`src/rtl/decode_stage.sv`:
```
// decode_stage: RV32I decode pipeline stage.
// Decodes the fetched instruction, reads the 32x32 register file, builds the
// sign-extended immediate and registers everything into the ID/EX register.
// It also flags load-use hazards back to fetch and emits a bubble for them.
//
// Ports:
//   clk, rst            clock, synchronous active-high reset
//   instructionIn, PCIn instruction/PC pair from fetch
//   stall               downstream stall: hold ID/EX (regfile still writes)
//   flush               squash the instruction in decode
//   exMemRead, exRd     load in EX and its destination (hazard detection)
//   wbEn, wbRd, wbData  register file write port
//   hazardStall         combinational load-use stall toward fetch
//   PCOut .. illegal    registered ID/EX payload and control
//
// Optional feature: define DECODE_WB_BYPASS_EN to forward a same-cycle
// writeback to the register read ports.
module decode_stage #(
  parameter int unsigned width = 32
) (
  input  logic             clk,
  input  logic             rst,
  input  logic [width-1:0] instructionIn,
  input  logic [width-1:0] PCIn,
  input  logic             stall,
  input  logic             flush,
  input  logic             exMemRead,
  input  logic [4:0]       exRd,
  input  logic             wbEn,
  input  logic [4:0]       wbRd,
  input  logic [width-1:0] wbData,
  output logic             hazardStall,
  output logic [width-1:0] PCOut,
  output logic [width-1:0] instructionOut,
  output logic [width-1:0] rs1Data,
  output logic [width-1:0] rs2Data,
  output logic [width-1:0] imm,
  output logic [4:0]       rs1,
  output logic [4:0]       rs2,
  output logic [4:0]       rd,
  output logic [2:0]       funct3,
  output logic             funct7b5,
  output logic             aluSrcImm,
  output logic             regWrite,
  output logic             memRead,
  output logic             memWrite,
  output logic             branch,
  output logic             jal,
  output logic             jalr,
  output logic             lui,
  output logic             auipc,
  output logic             illegal
);

  localparam int unsigned NUM_REGS = 32;
  localparam logic [6:0] OP_LUI    = 7'b0110111;
  localparam logic [6:0] OP_AUIPC  = 7'b0010111;
  localparam logic [6:0] OP_JAL    = 7'b1101111;
  localparam logic [6:0] OP_JALR   = 7'b1100111;
  localparam logic [6:0] OP_BRANCH = 7'b1100011;
  localparam logic [6:0] OP_LOAD   = 7'b0000011;
  localparam logic [6:0] OP_STORE  = 7'b0100011;
  localparam logic [6:0] OP_IMM    = 7'b0010011;
  localparam logic [6:0] OP_OP     = 7'b0110011;
  localparam logic [31:0] NOP      = 32'h0000_0013;

  typedef struct packed {
    logic [width-1:0] pc;
    logic [width-1:0] instr;
    logic [width-1:0] rs1_data;
    logic [width-1:0] rs2_data;
    logic [width-1:0] imm;
    logic [4:0]       rs1;
    logic [4:0]       rs2;
    logic [4:0]       rd;
    logic [2:0]       funct3;
    logic             funct7b5;
    logic             alu_src_imm;
    logic             reg_write;
    logic             mem_read;
    logic             mem_write;
    logic             branch;
    logic             jal;
    logic             jalr;
    logic             lui;
    logic             auipc;
    logic             illegal;
  } id_ex_t;

  logic [width-1:0] rf [NUM_REGS];
  logic [31:0]      inst;
  logic [31:0]      imm32;
  logic             rs1_used;
  logic             rs2_used;
  logic             rd_wr;
  logic [width-1:0] rs1_val;
  logic [width-1:0] rs2_val;
  id_ex_t           dec;
  id_ex_t           dec_full;
  id_ex_t           bubble;
  id_ex_t           q;

  assign inst = instructionIn[31:0];

  // Opcode decode, operand-usage flags and immediate generation.
  always_comb begin
    dec          = '0;
    dec.pc       = PCIn;
    dec.instr    = instructionIn;
    rs1_used     = 1'b0;
    rs2_used     = 1'b0;
    rd_wr        = 1'b0;
    imm32        = '0;
    unique case (inst[6:0])
      OP_LUI: begin
        dec.lui = 1'b1; dec.alu_src_imm = 1'b1; rd_wr = 1'b1;
        imm32 = {inst[31:12], 12'b0};
      end
      OP_AUIPC: begin
        dec.auipc = 1'b1; dec.alu_src_imm = 1'b1; rd_wr = 1'b1;
        imm32 = {inst[31:12], 12'b0};
      end
      OP_JAL: begin
        dec.jal = 1'b1; rd_wr = 1'b1;
        imm32 = {{11{inst[31]}}, inst[31], inst[19:12], inst[20], inst[30:21], 1'b0};
      end
      OP_JALR: begin
        dec.jalr = 1'b1; dec.alu_src_imm = 1'b1; rd_wr = 1'b1; rs1_used = 1'b1;
        imm32 = {{20{inst[31]}}, inst[31:20]};
      end
      OP_BRANCH: begin
        dec.branch = 1'b1; rs1_used = 1'b1; rs2_used = 1'b1;
        imm32 = {{19{inst[31]}}, inst[31], inst[7], inst[30:25], inst[11:8], 1'b0};
      end
      OP_LOAD: begin
        dec.mem_read = 1'b1; dec.alu_src_imm = 1'b1; rd_wr = 1'b1; rs1_used = 1'b1;
        imm32 = {{20{inst[31]}}, inst[31:20]};
      end
      OP_STORE: begin
        dec.mem_write = 1'b1; dec.alu_src_imm = 1'b1; rs1_used = 1'b1; rs2_used = 1'b1;
        imm32 = {{20{inst[31]}}, inst[31:25], inst[11:7]};
      end
      OP_IMM: begin
        dec.alu_src_imm = 1'b1; rd_wr = 1'b1; rs1_used = 1'b1;
        imm32 = {{20{inst[31]}}, inst[31:20]};
      end
      OP_OP: begin
        rd_wr = 1'b1; rs1_used = 1'b1; rs2_used = 1'b1;
      end
      default: dec.illegal = 1'b1;
    endcase
    if (!dec.illegal) begin
      dec.funct3   = inst[14:12];
      dec.funct7b5 = inst[30];
    end
    // A write to x0 is architecturally a no-op, so it is not a write at all.
    dec.reg_write = rd_wr && (inst[11:7] != 5'd0);
    dec.rd        = dec.reg_write ? inst[11:7]  : 5'd0;
    dec.rs1       = rs1_used      ? inst[19:15] : 5'd0;
    dec.rs2       = rs2_used      ? inst[24:20] : 5'd0;
    dec.imm       = width'(imm32);
  end

  // Register file read; unused operands carry index 0 and therefore read 0.
  always_comb begin
    rs1_val = rf[dec.rs1];
    rs2_val = rf[dec.rs2];
`ifdef DECODE_WB_BYPASS_EN
    if (wbEn && (wbRd != 5'd0) && (wbRd == dec.rs1)) rs1_val = wbData;
    if (wbEn && (wbRd != 5'd0) && (wbRd == dec.rs2)) rs2_val = wbData;
`endif
    if (dec.rs1 == 5'd0) rs1_val = '0;
    if (dec.rs2 == 5'd0) rs2_val = '0;
  end

  always_comb begin
    dec_full          = dec;
    dec_full.rs1_data = rs1_val;
    dec_full.rs2_data = rs2_val;
  end

  // Bubble payload: a NOP with no control, carrying the incoming PC.
  always_comb begin
    bubble       = '0;
    bubble.instr = width'(NOP);
    bubble.pc    = PCIn;
  end

  // Unused operand indices are already 0, and exRd!=0 excludes x0 matches.
  assign hazardStall = !rst && !flush && exMemRead && (exRd != 5'd0) &&
                       ((exRd == dec.rs1) || (exRd == dec.rs2));

  // Register file write port; x0 is never written.
  always_ff @(posedge clk) begin
    if (rst) begin
      for (int i = 0; i < NUM_REGS; i++) rf[i] <= '0;
    end else if (wbEn && (wbRd != 5'd0)) begin
      rf[wbRd] <= wbData;
    end
  end

  // ID/EX register: reset > flush > stall (hold) > hazard bubble > decode.
  always_ff @(posedge clk) begin
    if (rst) begin
      q    <= bubble;
      q.pc <= '0;
    end else if (flush) begin
      q <= bubble;
    end else if (!stall) begin
      q <= hazardStall ? bubble : dec_full;
    end
  end

  assign PCOut          = q.pc;
  assign instructionOut = q.instr;
  assign rs1Data        = q.rs1_data;
  assign rs2Data        = q.rs2_data;
  assign imm            = q.imm;
  assign rs1            = q.rs1;
  assign rs2            = q.rs2;
  assign rd             = q.rd;
  assign funct3         = q.funct3;
  assign funct7b5       = q.funct7b5;
  assign aluSrcImm      = q.alu_src_imm;
  assign regWrite       = q.reg_write;
  assign memRead        = q.mem_read;
  assign memWrite       = q.mem_write;
  assign branch         = q.branch;
  assign jal            = q.jal;
  assign jalr           = q.jalr;
  assign lui            = q.lui;
  assign auipc          = q.auipc;
  assign illegal        = q.illegal;

endmodule

```
`config.mk`:
```
export PLATFORM = sky130hd
export DESIGN_NAME = decode_stage
export DESIGN_NICKNAME = d
export VERILOG_FILES = /design/src/rtl/decode_stage.sv
export SDC_FILE = /design/constraint.sdc
export NUM_CORES = 2
export LEC_CHECK = 0
export CAP_MARGIN = 25
export CORE_UTILIZATION = 30
export CTS_BUF_LIST = sky130_fd_sc_hd__clkbuf_16
export DETAILED_ROUTE_END_ITERATION = 7
export PLACE_DENSITY_LB_ADDON = 0.15
export SLEW_MARGIN = 20
export SYNTH_ARGS = -nofsm -noshare
export SYNTH_HDL_FRONTEND = slang
export SYNTH_SLANG_ARGS = --single-unit
export TNS_END_PERCENT = 30
```
`constraint.sdc`:
```
create_clock -name clk -period 3.81 [get_ports clk]
set_input_delay 0.5715 -clock clk [delete_from_list [all_inputs] [get_ports clk]]
set_output_delay 0.5715 -clock clk [all_outputs]
set_load 0.05 [all_outputs]
```
==> flow_summary.yaml <==
pwr:
  peakVddDrop_mv: 0.531
  leakagePower_nw: 28.2
  power_density_nw_per_um2: 419
final_layout:
  syn2layout_area_growth_pct: 26.3
  drive_gt1_share_pct: 17.4
  final_area_um2: 79100
  nFillCells: 20300
  fin_nets: 6461
  seq_area_um2: 34500
  final_core_util_pct: 38.1
  multi_input_area_um2: 26400
floorplanning:
  die_width_um: 459
  core_area_um2: 207000
  initial_core_util_pct: 30.2
  die-area_um2: 211000
  rows: 167
  die_y_um: 459
  pin_count: 302
synth:
  ys_seq_area_share_pct: 55.1
  synth_top_area_share_pct: 49.1
  ys_ff_latch: 1213
  netlist_instances: 5772
  synthDistinctLibCells: 81
  yosys-top-cells-area: "edfxtp_1, and2_1, dfxtp_1"
  yosysWarnings: 0
  ys.flop_type: "edfxtp_1"
  synth-edff-count: 1024
  yosys.area.top_type: "edfxtp_1"
  async_flop_share_pct: 0
  avgSynthCellArea_um2: 10.8
  syn_area_um2: 62600
global_route:
  first_global_vias: 52300
  grtUsageMet2_pct: 48.4
  use_met1_pct: 40.9
  grtUsageTotal_pct: 31.2
  grt_remaining_overflow: 0
  globalRoute.busiestLayer: "met2"
  grt_antenna_before_repair: 39
  grt_max_degree: 169
  grt_first_pass_wirelength_mm: 453
  grtUsageMet3_pct: 6.71
route:
  antenna_left: 0
  wl_mm: 337
  drtIter0Drc: 8282
  firstDrtPassIters: 8
  wire_per_inst_um: 36.3
  vias: 54900
  via_per_inst: 5.92
  drc: 0
worst_setup_path:
  critPathKind: "primary input to register"
  cp_top_family: "buffers and inverters"
  cp_data_required_time_ns: 4.56
  crit_buf_inv: 6
  crit_arrival_ns: 4.55
  worstSetupStartpointType: "primary input"
  crit_top_cell: "buf_4"
  crit_slowest_cell: "a31oi_1"
  max_stage_delay_ns: 0.86
  crit_fanout: 27
  crit_path_end_kind: "register"
  cp_cell_sequence: "clkdlybuf4s50_1 -> inv_1 -> o2111ai_4 -> buf_4 -> buf_12 -> buf_4 -> buf_4 -> nand2_1 -> a22oi_1 -> a31oi_1 -> a31oi_1 -> a31o_2"
clock_tree:
  clock_latency_ns: 0.83
  cts_tree: "yes"
  root_buffer: "clkbuf_16"
  clk_pin_slew_ns: 0.06
  numCtsBuffers: 149
  cts.path.max_buffers: 3
  cts_sinks: 1213
  h-tree-depth: 4
timing:
  max-slew-margin-rel_pct: 21.7
  setup_viol: 0
  max_slew.worst_pin.slew_ns: 1.17
  hold_violations: 0
  holdWs_ns: 0.150
  period_share_pct: 99.6
  rsz0062_at_grt: "false"
  slew_viol_final: 0
  final.setup_skew_ns: 0.0308
  period_needed_ns: 3.79
  clock.fmax_mhz: 264
worst_hold_path:
  hp-class: "primary input to register"
placement:
  placed_area_um2: 74200
  gp_congestion: 0.952
  port-buffer-count: 301
  hpwlAfterDp_mm: 226
flow_run:
  cap_viol_max_count: 0
run_status:
  run_status: "finished clean"
[sequential cells by signal, indices dropped and copies added (netlist names), 3 cells and up]
signal / flops
funct3: 3
rd: 5
imm: 32
rs2: 5
rs2Data: 32
rs1: 5
rf: 1024
rs1Data: 32
instructionOut: 32
PCOut: 32
[kinds of logic after synthesis]
logic type | after synthesis | share of synthesized area [%]
buffers and inverters | 593 | 3.74
AO/OA/AOI/OAI | 1259 | 14.3
XOR/XNOR | 6 | 0.0839
AND/OR/NAND/NOR | 2319 | 19.2
flip-flops | 1213 | 55.1
other | 1 | 0.00599
multiplexers | 381 | 7.50
[Yosys cell counts (7+ instances only)]
cell type / instances
o31ai_1: 16
o31a_1: 7
a32o_1: 22
a32oi_1: 8
mux2i_1: 276
or2_2: 36
edfxtp_1: 1024
o311ai_0: 8
buf_2: 63
a22oi_1: 45
nand4b_1: 16
or3_1: 41
o32ai_1: 42
o22ai_1: 34
a2111oi_0: 94
a211oi_1: 54
inv_1: 10
buf_4: 10
a2bb2oi_1: 38
dfxtp_1: 189
nand3_1: 90
nor3_1: 23
a221oi_1: 148
mux2_2: 37
a221o_1: 48
o211ai_1: 18
clkbuf_1: 477
and3_1: 9
nor2b_1: 33
a22o_1: 40
o221ai_1: 30
o32a_1: 9
nand4_1: 7
o2111ai_1: 13
nand3b_1: 32
nand2_1: 745
a21oi_1: 400
buf_1: 30
a31oi_1: 46
and2_1: 998
o21ai_0: 97
nor2_1: 256
mux4_2: 67
[area by class of cell]
type,count,share of cell area [%]
Multi-Input combinational cell,3997,33.4
Sequential cell,1213,43.7
Antenna cell,19,0.0601
Tap cell,2788,4.41
Timing Repair Buffer,975,12.4
Inverter,13,0.0665
Clock buffer,155,4.91
Clock inverter,119,1.06
[layout by cell type (no fill, tap or decap), types with 46 or more instances in the layout]
master	synthesis	routed
edfxtp_1	1024	1024
and2_1	998	996
nand2_1	745	740
buf_4	10	536
a21oi_1	400	399
clkdlybuf4s50_1	0	286
mux2i_1	276	276
nor2_1	256	216
dfxtp_1	189	189
clkbuf_16	0	155
a221oi_1	148	148
buf_12	0	139
o21ai_0	97	96
nand3_1	90	87
a2111oi_0	94	87
mux4_2	67	67
a211oi_1	54	54
inv_1	10	49
a221o_1	48	48
a31oi_1	46	46
[timing repair]
| item | CTS | global route |
|---|---|---|
| buffers inserted | 3 | 0 |
| pin swaps | 0 | 0 |
| setup endpoints to repair | 1 | 1 |
| hold buffers | 0 | 0 |
| gates resized for setup | 4 | 5 |
[per-stage QoR]
step / setup WS, ns / total power, mW / instances / TNS, ns
global placement: -0.890 / 19.2 / 8979 / -12.57
detailed placement: -0.700 / 19.2 / 8981 / -12.69
floorplan: 0.643 / 17.2 / 5803 / 0
CTS: 0.0118 / 33.2 / 9258 / 0
global route: 0.00271 / 33.9 / 9260 / 0
finish: 0.0171 / 33.1 / 9279 / 0
[where the power goes]
| part | leakage (nW) | internal, mW | total (mW) | switching (mW) |
|---|---|---|---|---|
| sequential | 11.3 | 15.0 | 15.4 | 0.409 |
| clock | 2.46 | 7.97 | 14.1 | 6.13 |
| combinational | 14.5 | 1.19 | 3.59 | 2.40 |
[final timing paths]
path                                        from  depth (start not counted)  slack (ns)          end
worst min-delay path                       stall                          3        0.15          lui
worst max register to register        rf[30][30]                          6        1.20  rs2Data[30]
worst min register to register         PCOut[10]                          2        0.45    PCOut[10]
worst max-delay path            instructionIn[6]                         12        0.02  rs1Data[13]
[routing by layer]
layer / part of all wire [%] / up-vias / routed length (um)
li1: - / 22500 / -
met1: 40 / 27800 / 134000
met2: 44 / 3825 / 148000
met3: 10 / 804 / 35100
met4: 5.8 / 16 / 19500
met5: 0.037 / - / 125
[worst reg2reg max path: stages (launching register included)]
cell	delay, ns
edfxtp_1	0.41
mux4_2	0.51
a2111oi_0	0.90
buf_4	0.23
o32ai_1	0.09
buf_4	0.19
a22o_1	0.17
(Power assumes the default switching activity.)
